==> config.mk <==
export PLATFORM = sky130hd
export DESIGN_NAME = pixel_fetch_flat
export DESIGN_NICKNAME = d
export VERILOG_FILES = /design/src/rtl/pixel_fetch_if.sv /design/src/rtl/pixel_fetch.sv /design/src/flat_wrapper.sv
export SDC_FILE = /design/constraint.sdc
export NUM_CORES = 1
export LEC_CHECK = 0
export BUFFER_PORTS_ARGS = -buffer_cell sky130_fd_sc_hd__buf_2
export CAP_MARGIN = 10
export CORE_MARGIN = 2
export CORE_UTILIZATION = 42
export CTS_CLUSTER_DIAMETER = 40
export DETAILED_ROUTE_END_ITERATION = 12
export PLACE_DENSITY = 0.61
export SYNTH_ARGS = -nofsm -noshare
export SYNTH_HDL_FRONTEND = slang
export SYNTH_SLANG_ARGS = --single-unit
==> constraint.sdc <==
create_clock -name clk -period 2.2 [get_ports clk]
set_input_delay 0.44 -clock clk [delete_from_list [all_inputs] [get_ports clk]]
set_output_delay 0.44 -clock clk [all_outputs]
set_load 0.01 [all_outputs]
==> src/rtl/pixel_fetch_if.sv <==
// Pixel fetch bus bundle: SRAM read port plus
// the downstream pixel stream handshake.
interface pixel_fetch_if #(
    parameter int ADDR_BITS = 16,
    parameter int DATA_BITS = 8
);
    logic                 mem_start;
    logic                 mem_writemode;
    logic [ADDR_BITS-1:0] mem_addr;
    logic [DATA_BITS-1:0] mem_rdata;
    logic                 mem_done;
    logic                 pix_valid;
    logic [DATA_BITS-1:0] pix_data;
    logic                 pix_ready;

    modport master (
        output mem_start,
        output mem_writemode,
        output mem_addr,
        input  mem_rdata,
        input  mem_done,
        output pix_valid,
        output pix_data,
        input  pix_ready
    );

    modport slave (
        input  mem_start,
        input  mem_writemode,
        input  mem_addr,
        output mem_rdata,
        output mem_done,
        input  pix_valid,
        input  pix_data,
        output pix_ready
    );
endinterface

==> src/rtl/pixel_fetch.sv <==
// Frame pixel fetcher: one outstanding SRAM read at a time,
// results buffered in a small FIFO toward the pixel consumer.
module pixel_fetch #(
    parameter int ADDR_BITS  = 16,
    parameter int DATA_BITS  = 8,
    parameter int FIFO_DEPTH = 4
) (
    input  logic                 clk,
    input  logic                 rst,
    input  logic                 start_frame,
    input  logic [ADDR_BITS-1:0] base_addr,
    input  logic [ADDR_BITS-1:0] num_pixels,
    pixel_fetch_if.master        bus,
    output logic                 busy,
    output logic                 frame_done
);
    localparam int PW = $clog2(FIFO_DEPTH);
    localparam logic [ADDR_BITS-1:0] A_ONE = 1;
    localparam logic [PW-1:0] P_ONE = 1;
    localparam logic [PW:0] C_ONE = 1;
    localparam logic [PW:0] C_FULL = (PW+1)'(FIFO_DEPTH);

    typedef enum logic [1:0] {IDLE, ISSUE, WAIT, DRAIN} state_t;

    state_t state_q, state_d;

    logic [ADDR_BITS-1:0] addr_q;
    logic [ADDR_BITS-1:0] idx_q;
    logic [ADDR_BITS-1:0] num_q;
    logic                 done_q;

    logic [DATA_BITS-1:0] fifo_mem [FIFO_DEPTH];
    logic [PW-1:0]        wr_ptr;
    logic [PW-1:0]        rd_ptr;
    logic [PW:0]          count;

    logic empty, full, last, push, pop, take;

    assign empty = (count == '0);
    assign full  = (count == C_FULL);
    assign last  = (idx_q == num_q - A_ONE);
    assign push  = (state_q == WAIT) && bus.mem_done;
    assign pop   = !empty && bus.pix_ready;
    assign take  = (state_q == IDLE) && start_frame;

    always_ff @(posedge clk) begin
        if (rst) state_q <= IDLE;
        else     state_q <= state_d;
    end

    always_comb begin
        state_d = state_q;
        case (state_q)
            IDLE:  if (start_frame && num_pixels != '0) state_d = ISSUE;
            ISSUE: if (!full) state_d = WAIT;
            WAIT:  if (bus.mem_done) state_d = last ? DRAIN : ISSUE;
            DRAIN: if (empty) state_d = IDLE;
            default: state_d = IDLE;
        endcase
    end

    always_comb begin
        bus.mem_start     = (state_q == ISSUE) && !full;
        bus.mem_writemode = 1'b0;
        bus.mem_addr      = addr_q;
        bus.pix_valid     = !empty;
        bus.pix_data      = fifo_mem[rd_ptr];
        busy              = (state_q != IDLE);
        frame_done        = done_q;
    end

    // addr_q tracks base+index so the address is already registered at issue
    always_ff @(posedge clk) begin
        if (rst) begin
            addr_q <= '0;
            idx_q  <= '0;
            num_q  <= '0;
            done_q <= 1'b0;
        end else begin
            done_q <= (take && num_pixels == '0) ||
                      (state_q == DRAIN && empty);
            if (take) begin
                addr_q <= base_addr;
                num_q  <= num_pixels;
                idx_q  <= '0;
            end else if (push) begin
                addr_q <= addr_q + A_ONE;
                idx_q  <= idx_q + A_ONE;
            end
        end
    end

    always_ff @(posedge clk) begin
        if (rst) begin
            wr_ptr <= '0;
            rd_ptr <= '0;
            count  <= '0;
        end else begin
            if (push) wr_ptr <= wr_ptr + P_ONE;
            if (pop)  rd_ptr <= rd_ptr + P_ONE;
            if (push && !pop)      count <= count + C_ONE;
            else if (pop && !push) count <= count - C_ONE;
        end
    end

    always_ff @(posedge clk) begin
        if (push) fifo_mem[wr_ptr] <= bus.mem_rdata;
    end
endmodule

==> src/flat_wrapper.sv <==
// flat-port wrapper written by rule: the top's interface ports become plain ports
module pixel_fetch_flat 
#(
    parameter int ADDR_BITS  = 16,
    parameter int DATA_BITS  = 8,
    parameter int FIFO_DEPTH = 4
)
  (clk, rst, start_frame, base_addr, num_pixels, busy, frame_done, bus_mem_start, bus_mem_writemode, bus_mem_addr, bus_mem_rdata, bus_mem_done, bus_pix_valid, bus_pix_data, bus_pix_ready);
  pixel_fetch_if #(.ADDR_BITS(ADDR_BITS), .DATA_BITS(DATA_BITS)) bus_i ();
  input  logic clk;
  input  logic rst;
  input  logic start_frame;
  input  logic [ADDR_BITS-1:0] base_addr;
  input  logic [ADDR_BITS-1:0] num_pixels;
  output logic busy;
  output logic frame_done;
  output wire logic [$bits(bus_i.mem_start)-1:0] bus_mem_start;
  output wire logic [$bits(bus_i.mem_writemode)-1:0] bus_mem_writemode;
  output wire logic [$bits(bus_i.mem_addr)-1:0] bus_mem_addr;
  input wire logic [$bits(bus_i.mem_rdata)-1:0] bus_mem_rdata;
  input wire logic [$bits(bus_i.mem_done)-1:0] bus_mem_done;
  output wire logic [$bits(bus_i.pix_valid)-1:0] bus_pix_valid;
  output wire logic [$bits(bus_i.pix_data)-1:0] bus_pix_data;
  input wire logic [$bits(bus_i.pix_ready)-1:0] bus_pix_ready;
  assign bus_mem_start = bus_i.mem_start;
  assign bus_mem_writemode = bus_i.mem_writemode;
  assign bus_mem_addr = bus_i.mem_addr;
  assign bus_i.mem_rdata = bus_mem_rdata;
  assign bus_i.mem_done = bus_mem_done;
  assign bus_pix_valid = bus_i.pix_valid;
  assign bus_pix_data = bus_i.pix_data;
  assign bus_i.pix_ready = bus_pix_ready;
  pixel_fetch #(.ADDR_BITS(ADDR_BITS), .DATA_BITS(DATA_BITS), .FIFO_DEPTH(FIFO_DEPTH)) u_core (.clk(clk), .rst(rst), .start_frame(start_frame), .base_addr(base_addr), .num_pixels(num_pixels), .bus(bus_i), .busy(busy), .frame_done(frame_done));
endmodule
==> summary.md, run 1 <==
| Metric | Value |
|---|---|
| Arr. time, crit path | 2460 ps |
| Vias in the first global route | 3,326 |
| Required time of the critical path | 2490 ps |
| Fill count | 935 |
| Average wire length per cell after detail routing | 14.0 um |
| Area enclosed by the die boundary | 11,300 sq um |
| 1st-pass router iterations | 4 |
| Register clock-pin slew on the reported worst setup and hold paths | 100 ps |
| Max-Slew Margin vs Limit | 59.4% |
| HPWL after detailed placement | 6970 um |
| Source-to-sink clock delay at the later pin of the worst-skew pair | 360 ps |
| Worst vdd ir | 0.391 mV |
| Share of layout cells above drive strength 1 | 28.5% |
| Async S/R FF share, synth | 0% |
| CTS tree | done |
| Count of yosys warnings during synthesis | 0 |
| Iteration-0 DRC count of the detailed router | 114 |
| Synth top cells by count | nand2_1 (61), dfxtp_1 (60), nor2_1 (48), edfxtp_1 (32) |
| Dominant cell by count in the synthesized netlist | nand2_1 |
| Switching Share | 30.9% |
| Number of max-capacitance violations reported | 0 |
| Root buffer selected by CTS | clkbuf_8 |
| Post-synthesis cell type count | 53 |
| Post-synthesis sequential element count | 92 |
| Period Utilization, post-route | 98.6% |
| Routability cong. | 0.832 |
| Number of vias in the routed layout | 3,496 |
| Number of diodes added for antenna fixing | 0 |
| Setup total negative slack | 0 ps |
| Seq pwr share | 45.5% |
| Effective utilization at floorplan | 42.8% |
| Number of buffers on the longest clock path | 2 |
| Post-Route Skew | 9.69 ps |
| Final Setup Violations | 0 |
| Final Slew Violations | 0 |
| I/O Pins | 74 |
| Final Net Count | 590 |
| Total core area | 10,200 sq um |
| Number of antenna violations at the first check in global routing | 0 |
| Static leakage | 0.00206 uW |
| Gate Count Post-Synth | 443 |
| Aggregate global routing overflow | 0 |
| Leading area contributor after synthesis | dfxtp_1 |
| Pin count of the biggest net entering global routing | 44 |
| Global-route wire length before repair | 15,800 um |
| Cell types with the largest area share after synthesis | dfxtp_1 (27%), edfxtp_1 (22%), xor2_1 (5.8%) |
| IO buf count | 72 |
| Class of the most critical hold timing path | input port to flop |
| Clock buffers created by TritonCTS | 9 |
| Post-route worst hold slack | 289 ps |
| TritonCTS sink count | 92 |
| Unrepaired setup endpoints after global routing | true |
| GR Util All Layers | 17.7% |
| Area share of the largest cell type after synthesis | 27.4% |
| Register area share after synthesis | 49.3% |
| Clock network fraction of total power | 27.0% |
| Category of the worst setup path capture point | flop |
| Flop-to-flop setup slack | 30 ps |
| # H-tree levels | 3 |
| Worst Path Class, Setup | flop to flop |
| Fmax | 461 MHz |
| Number of buffers inserted by hold repair at cts | 0 |
| Vertical extent of the die | 106 um |
| Mapped Nets | 497 |
| Status | finished, final reports clean |
| Highest net fanout along the worst path | 2 |
| ANT nets after route | 0 |
| Minimum clock period after layout | 2170 ps |
| Switching component of the power | 1360 uW |
| Number of cell rows | 37 |
| Detailed-route vias per instance | 5.16 |
| Area added between synthesis and finish | 21.8% |
| Routed Wire Length | 9510 um |
| Primary FF master, synth | dfxtp_1 |
| Synthesized area per cell | 9.89 sq um |
| EDFF count, synth | 32 |
| Combinational fraction of design power | 27.5% |
| Kind of start point of the critical path | flop |
| Residual DRC | 0 |
| Netlist Area Pre-Place | 4380 sq um |
| Transition time at the pin with the least slew margin | 609 ps |
| Internal Dissipation | 3030 uW |
| Total power density per cell area | 821 nW/um^2 |
| Die span in x | 106 um |
| Hold violation count in the final report | 0 |
==> cells in the final DEF (no fill, tap or decap), types with 4 or more instances in the layout <==
| cell | netlist | routed |
|---|---|---|
| and3_1 | 5 | 5 |
| mux2i_1 | 4 | 4 |
| nand2_1 | 61 | 60 |
| nand4_1 | 10 | 10 |
| clkbuf_8 | 0 | 9 |
| buf_2 | 2 | 72 |
| a31oi_1 | 4 | 4 |
| dfxtp_1 | 60 | 56 |
| a311oi_1 | 5 | 5 |
| a211oi_1 | 8 | 8 |
| xnor2_1 | 14 | 13 |
| o21ai_0 | 11 | 11 |
| nor2_1 | 48 | 47 |
| a21oi_1 | 29 | 29 |
| and2_1 | 6 | 6 |
| ha_1 | 8 | 6 |
| buf_4 | 1 | 34 |
| or3_1 | 5 | 4 |
| xor2_1 | 29 | 29 |
| o211ai_1 | 4 | 4 |
| nor4_1 | 7 | 6 |
| inv_1 | 8 | 6 |
| nand3_1 | 13 | 13 |
| edfxtp_1 | 32 | 32 |
| mux4_2 | 8 | 8 |
==> power groups by stage <==
stage	Clock (uW)	Sequential, uW	Combinational, uW
2_1_floorplan	0	2040	731
3_3_place_gp	0	2020	1120
3_5_place_dp	0	2030	1150
4_1_cts	1220	1990	1190
5_1_grt	1290	2010	1350
6_report	1180	1990	1210
==> logic make-up after synthesis <==
kind of cell,count (synthesis),share of synthesized area [%]
xor gates and xnor gates,43,8.60
buffers and inverters,33,3.14
AOI/OAI and AO/OA,72,10.3
DFF,92,49.3
and+or+nand+nor,181,20.8
other,1,0.0856
muxes,12,5.03
adders and majority gates,9,2.74
==> per-layer routing <==
metal | GRT usage, % | vias to the layer above | part of all wire (%) | wire (um)
met1 | 23.3 | 1667 | 47 | 4440
met2 | 28.9 | 69 | 48 | 4560
met3 | 3.99 | 6 | 4.3 | 409
met5 | 0 | - | 0 | 0
met4 | 5.64 | 0 | 1.1 | 100
li1 | - | 1754 | - | -
==> registers in the layout, summed over array words and instances (netlist names), 2 cells and up, named ones only <==
signal,cells
u_core.bus.mem_addr,16
u_core.count,3
u_core.fifo_mem,32
u_core.idx_q,16
u_core.num_q,16
u_core.rd_ptr,2
u_core.state_q,2
u_core.wr_ptr,2
==> area by class of cell <==
type | instances | area [sq um] | area share (%)
inverter | 9 | 35.0 | 0.656
clock buffer | 10 | 128 | 2.39
tap | 136 | 170 | 3.19
timing repair buffer | 106 | 616 | 11.5
multi-input combinational | 318 | 2140 | 40.1
sequential | 92 | 2170 | 40.7
clock inverter | 6 | 75.1 | 1.41
==> timing repair <==
action / 4_1_cts / 5_1_grt
buffers inserted: 2 / 2
pin swaps: 10 / 5
setup endpoints to repair: 1 / 2
resized for setup: 11 / 3
==> critical path: stages (launching register included) <==
cell,delay [ps]
dfxtp_4,350
inv_2,40
ha_4,230
xnor2_2,130
nor4b_2,250
nand4_1,120
a2111o_1,290
or4b_1,480
o31ai_2,210
==> through the flow <==
stage	total power [uW]	cell area, sq um	util (%)	std cells	setup slack, ps
final	4380	5340	52.2	677	30.0
after global routing	4640	5340	52.2	677	-76.9
after CTS	4390	5310	51.9	675	-32.6
after detailed placement	3170	5040	49.3	657	-149
after global placement	3150	5040	49.3	657	-110
after floorplan	2770	4400	-	443	-66.7
==> path summary, 6_finish.rpt <==
check,endpoint,cells past startpoint,start
worst max-delay path,u_core.state_q[1],8,u_core.num_q[0]
worst max register to register,u_core.state_q[1],8,u_core.num_q[0]
worst min register to register,u_core.num_q[2],2,u_core.num_q[2]
worst min-delay path,u_core.fifo_mem[1][0],1,bus_mem_rdata[0]
No activity file was read; power rests on OpenSTA's default activity.
==> run 2, diff against run 1 <==
--- a/config.mk
+++ b/config.mk
@@ -6,12 +6,12 @@
 export NUM_CORES = 1
 export LEC_CHECK = 0
 export BUFFER_PORTS_ARGS = -buffer_cell sky130_fd_sc_hd__buf_2
-export CAP_MARGIN = 10
 export CORE_MARGIN = 2
 export CORE_UTILIZATION = 42
 export CTS_CLUSTER_DIAMETER = 40
 export DETAILED_ROUTE_END_ITERATION = 12
 export PLACE_DENSITY = 0.61
+export SKIP_LAST_GASP = 1
 export SYNTH_ARGS = -nofsm -noshare
 export SYNTH_HDL_FRONTEND = slang
 export SYNTH_SLANG_ARGS = --single-unit
==> constraint.sdc (replaced) <==
create_clock -name clk -period 2.2 [get_ports clk]
set_input_delay 0.44 -clock clk [delete_from_list [all_inputs] [get_ports clk]]
set_output_delay 0.44 -clock clk [all_outputs]
set_load 0.1 [all_outputs]
==> run 2 against run 1 <==
Routed wire length increased by 0.14%. The run now ends with negative setup slack left. Design area increased by 0.16%. Largest cell class unchanged. Critical endpoint unchanged. Via count decreased by 0.74%. Critical path type unchanged.
==> summary.md, run 2 (synthesis gave the netlist of run 1 again) <==
| Metric | Value |
|---|---|
| Fmax | 450 MHz |
| Post-Route Skew | 12.7 ps |
| Average wire length per cell after detail routing | 14.1 um |
| HPWL after detailed placement | 7050 um |
| Aggregate global routing overflow | 0 |
| Effective utilization at floorplan | 42.8% |
| Required time of the critical path | 2480 ps |
| Transition time at the pin with the least slew margin | 587 ps |
| Register with the most flip-flops | u_core.fifo_mem |
| Iteration-0 DRC count of the detailed router | 183 |
| Area enclosed by the die boundary | 11,300 sq um |
| Share of layout cells above drive strength 1 | 29.5% |
| Setup total negative slack | -20.9 ps |
| Arr. time, crit path | 2500 ps |
| # H-tree levels | 3 |
| Total core area | 10,200 sq um |
| Total power density per cell area | 959 nW/um^2 |
| Global-route wire length before repair | 15,900 um |
| Area added between synthesis and finish | 22.0% |
| Failing checks | negative setup slack |
| Residual DRC | 0 |
| Number of vias in the routed layout | 3,470 |
| TritonCTS sink count | 92 |
| Final Net Count | 588 |
| Number of max-capacitance violations reported | 0 |
| Number of buffers on the longest clock path | 2 |
| Class of the most critical hold timing path | input port to flop |
| Pin count of the biggest net entering global routing | 35 |
| IO buf count | 72 |
| Number of buffers inserted by hold repair at cts | 0 |
| Max-Slew Margin vs Limit | 60.9% |
| Final Setup Violations | 1 |
| Flip-flop count of the largest register, all copies and words added | 32 |
| I/O Pins | 74 |
| Detailed-route vias per instance | 5.14 |
| Number of cell rows | 37 |
| Power Total | 5130 uW |
| Root buffer selected by CTS | clkbuf_8 |
| Leading cell types in the layout, fill and taps excluded | buf_2 (68), nand2_1 (60), nor2_1 (47) |
| Hold violation count in the final report | 0 |
| Category of the worst setup path capture point | flop |
| Register clock-pin slew on the reported worst setup and hold paths | 100 ps |
| Kind of start point of the critical path | flop |
| Routed Wire Length | 9520 um |
| Highest net fanout along the worst path | 3 |
| Vias in the first global route | 3,410 |
| Minimum clock period after layout | 2220 ps |
| Unrepaired setup endpoints after global routing | true |
| Routability cong. | 0.831 |
| Worst vdd ir | 0.502 mV |
| Slack of the critical path | -20.9 ps |
| Final Slew Violations | 0 |
| Status | complete, but fails checks |
| Source-to-sink clock delay at the later pin of the worst-skew pair | 360 ps |
| Number of diodes added for antenna fixing | 0 |
| Fill count | 948 |
| Commonest non-fill, non-tap cell in the layout | buf_2 |
| Static leakage | 0.00205 uW |
| CTS tree | done |
| GR Util All Layers | 17.7% |
| Number of antenna violations at the first check in global routing | 0 |
| Clock buffers created by TritonCTS | 9 |
| ANT nets after route | 0 |
| Period Utilization, post-route | 101% |
| Worst Path Class, Setup | flop to flop |
| Vertical extent of the die | 106 um |
| 1st-pass router iterations | 4 |
| Die span in x | 106 um |
[run 2: cell types whose count changed in the layout (fill, tap and decap cells not counted), moves of 3 or more]
cell and change:
buf_2 -4, dfxtp_1 -10, dfxtp_4 +3, dfxtp_2 +7
[run 2: cell type report]
cell class / count / area [sq um] / share of cell area, %
clock buffer: 10 / 128 / 2.39
clock inverter: 6 / 76.3 / 1.43
inverter: 9 / 33.8 / 0.632
multi-input combinational: 318 / 2120 / 39.6
sequential: 92 / 2190 / 41.0
tap: 136 / 170 / 3.18
timing repair buffer: 104 / 627 / 11.7
[run 2: critical path: stages (launching register included)]
cell,delay (ps)
dfxtp_2,340
or4_4,550
nor4_4,240
nand2_1,80
o31a_1,250
or4b_1,510
o31ai_2,180
[run 2: timing repair]
item | 4_1_cts | 5_1_grt
gates resized for setup | 7 | 11
setup endpoints to repair | 3 | 8
pin swaps | 7 | 7
buffers inserted | 0 | 2
[run 2: report_power, final]
group	switching, uW	internal (uW)	leakage, uW
logic	1340	593	0.00116
registers	117	1890	0.000785
clock network	642	549	0.000104
total	2100	3030	0.00205
[run 2: per-layer routing]
metal	part of all wire [%]	vias up	global-route usage [%]	wire length [um]
met4	1.4	0	6.77	136
met1	46	1627	22.5	4380
li1	-	1759	-	-
met3	4.5	10	4.11	433
met5	0	-	0	0
met2	48	74	29.4	4570
[run 2: path summary, 6_finish.rpt]
| check | startpoint | end | slack [ps] | depth (start not counted) |
|---|---|---|---|---|
| worst max register to register | u_core.num_q[4] | u_core.state_q[1] | -20 | 6 |
| worst min-delay path | bus_mem_rdata[3] | u_core.fifo_mem[1][3] | 290 | 1 |
| worst max-delay path | u_core.num_q[4] | u_core.state_q[1] | -20 | 6 |
| worst min register to register | u_core.num_q[15] | u_core.num_q[15] | 490 | 2 |
[run 2: per-stage QoR]
step | cells | utilization, % | setup WS (ps) | hold WS [ps] | area, sq um
after detailed placement | 657 | 49.6 | -189 | 465 | 5080
after CTS | 673 | 51.9 | -51.3 | 268 | 5310
after global routing | 675 | 52.3 | -92.4 | 272 | 5350
after floorplan | 443 | - | -94.1 | 450 | 4420
final | 675 | 52.3 | -20.9 | 289 | 5350
after global placement | 657 | 49.6 | -122 | 470 | 5080
==> run 3, diff against run 2 <==
--- a/config.mk
+++ b/config.mk
@@ -8,6 +8,7 @@
 export BUFFER_PORTS_ARGS = -buffer_cell sky130_fd_sc_hd__buf_2
 export CORE_MARGIN = 2
 export CORE_UTILIZATION = 42
+export CTS_BUF_LIST = sky130_fd_sc_hd__clkbuf_4 sky130_fd_sc_hd__clkbuf_8
 export CTS_CLUSTER_DIAMETER = 40
 export DETAILED_ROUTE_END_ITERATION = 12
 export PLACE_DENSITY = 0.61
==> run 3 against run 2 <==
The flow still finishes with violations (negative setup slack). Critical path depth is the same. Worst hold slack gained 4.9 ps. Clock power is essentially flat. Sequential power is essentially flat. Count of clock-buffer cells in the layout is the same. Core utilization is essentially flat. Flip-flop and latch count is the same. Critical path type unchanged. Largest cell class unchanged.
==> summary.md, run 3 (synthesis gave the netlist of run 1 again) <==
| Metric | Value |
|---|---|
| Minimum clock period after layout | 2220 ps |
| Share of layout cells above drive strength 1 | 29.7% |
| Final non-filler cell area | 5350 sq um |
| Number of vias in the routed layout | 3,472 |
| Clock buffers created by TritonCTS | 9 |
| Status | complete, but fails checks |
| Effective utilization at floorplan | 42.8% |
| Worst r2r dst | u_core.state_q[1] |
| Number of cells traversed by the worst hold path | 1 |
| Area added between synthesis and finish | 22.1% |
| Power Total | 5130 uW |
| Highest net fanout along the worst path | 3 |
| Worst vdd ir | 0.501 mV |
| Number of cell rows | 37 |
| Static leakage | 0.00206 uW |
| Routability cong. | 0.831 |
| Unrepaired setup endpoints after global routing | true |
| Arr. time, crit path | 2500 ps |
| CTS tree | done |
| Max-Slew Margin vs Limit | 60.7% |
| Failing checks | negative setup slack |
| Source-to-sink clock delay at the later pin of the worst-skew pair | 360 ps |
| HPWL after detailed placement | 7050 um |
| Average wire length per cell after detail routing | 14.1 um |
| Fill count | 948 |
| Global-route wire length before repair | 16,000 um |
| Total power density per cell area | 960 nW/um^2 |
| # H-tree levels | 3 |
| Detailed-route vias per instance | 5.14 |
| Vias in the first global route | 3,404 |
| Hold Crit Endpoint | u_core.fifo_mem[0][1] |
| Pin count of the biggest net entering global routing | 35 |
| Kind of start point of the critical path | flop |
| Number of buffers inserted by hold repair at cts | 0 |
| GR Util All Layers | 17.8% |
| ANT nets after route | 0 |
| Number of antenna violations at the first check in global routing | 0 |
| Transition time at the pin with the least slew margin | 590 ps |
| Number of max-capacitance violations reported | 0 |
| Worst Path Class, Setup | flop to flop |
| Vertical extent of the die | 106 um |
| Register with the most flip-flops | u_core.fifo_mem |
| TritonCTS sink count | 92 |
| Final Setup Violations | 1 |
| Residual DRC | 0 |
| Start of the worst register-to-register path | u_core.num_q[4] |
| Class of the most critical hold timing path | input port to flop |
| Required time of the critical path | 2480 ps |
| Number of buffers on the longest clock path | 2 |
| Fmax | 450 MHz |
| Hold violation count in the final report | 0 |
| Final Slew Violations | 0 |
| I/O Pins | 74 |
| Flip-flop count of the largest register, all copies and words added | 32 |
| Routed Wire Length | 9530 um |
| Final Net Count | 588 |
| Register clock-pin slew on the reported worst setup and hold paths | 100 ps |
| IO buf count | 72 |
| Total core area | 10,200 sq um |
| Number of diodes added for antenna fixing | 0 |
| Area enclosed by the die boundary | 11,300 sq um |
| Flop-to-flop setup slack | -20 ps |
| Setup total negative slack | -21.0 ps |
| Worst Min Path Start | bus_mem_rdata[1] |
| Slack of the critical path | -21.0 ps |
| Commonest non-fill, non-tap cell in the layout | buf_2 |
| Post-Route Skew | 11.7 ps |
| Category of the worst setup path capture point | flop |
| Aggregate global routing overflow | 0 |
| Root buffer selected by CTS | clkbuf_8 |
| Iteration-0 DRC count of the detailed router | 198 |
| Worst reg-to-reg path cell count | 6 |
| Die span in x | 106 um |
| Leading cell types in the layout, fill and taps excluded | buf_2 (68), nand2_1 (60), nor2_1 (47) |
| Placement Setup Slack | -189 ps |
| Period Utilization, post-route | 101% |
| 1st-pass router iterations | 4 |
| Total cell area at the placement stage | 5080 sq um |
## run 3: cell type report
class / instances / area [sq um] / share of cell area (%)
Clock buffer: 10 / 131 / 2.46
Clock inverter: 6 / 76.3 / 1.43
Inverter: 9 / 33.8 / 0.631
Multi-Input combinational cell: 318 / 2120 / 39.6
Sequential cell: 92 / 2190 / 41.0
Tap cell: 136 / 170 / 3.18
Timing Repair Buffer: 104 / 627 / 11.7
## run 3: worst max-delay path: stages, from the launching register on
cell and delay [ps]:
dfxtp_2 340, or4_4 550, nor4_4 240, nand2_1 80, o31a_1 250, or4b_1 510
o31ai_2 180
## run 3: through the flow
stage | utilization (%) | hold slack, ps | std cells
floorplan | - | 450 | 443
global placement | 49.6 | 470 | 657
detailed placement | 49.6 | 465 | 657
CTS | 52.0 | 268 | 673
global route | 52.3 | 270 | 675
finish | 52.3 | 294 | 675
## run 3: routing by layer
layer	vias to the layer above	part of all wire (%)	track usage, %	routed length (um)
li1	1757	-	-	-
met3	6	4.5	4.11	433
met1	1634	46	22.6	4420
met4	0	0.93	6.77	89
met2	75	48	29.3	4580
met5	-	0	0	0
## run 3: repair_timing
action / CTS / global route
setup buffers: 0 / 2
pin swaps: 7 / 7
resized for setup: 7 / 11
endpoints found under the setup margin: 3 / 8
## run 3: worst max path at each step
| stage | cells past startpoint | startpoint | endpoint |
|---|---|---|---|
| after floorplan | 10 | u_core.state_q[0] | u_core.count[2] |
| after global placement | 8 | u_core.num_q[1] | u_core.state_q[1] |
| after detailed placement | 8 | u_core.num_q[1] | u_core.state_q[1] |
| after CTS | 8 | u_core.num_q[0] | u_core.state_q[1] |
| after global routing | 6 | u_core.num_q[4] | u_core.state_q[1] |
| final | 6 | u_core.num_q[4] | u_core.state_q[1] |
## run 3: where the power goes
group	internal [uW]	total, uW	switching (uW)
Combinational	593	1930	1340
Clock	561	1200	636
Sequential	1890	2010	117
Total	3040	5130	2090
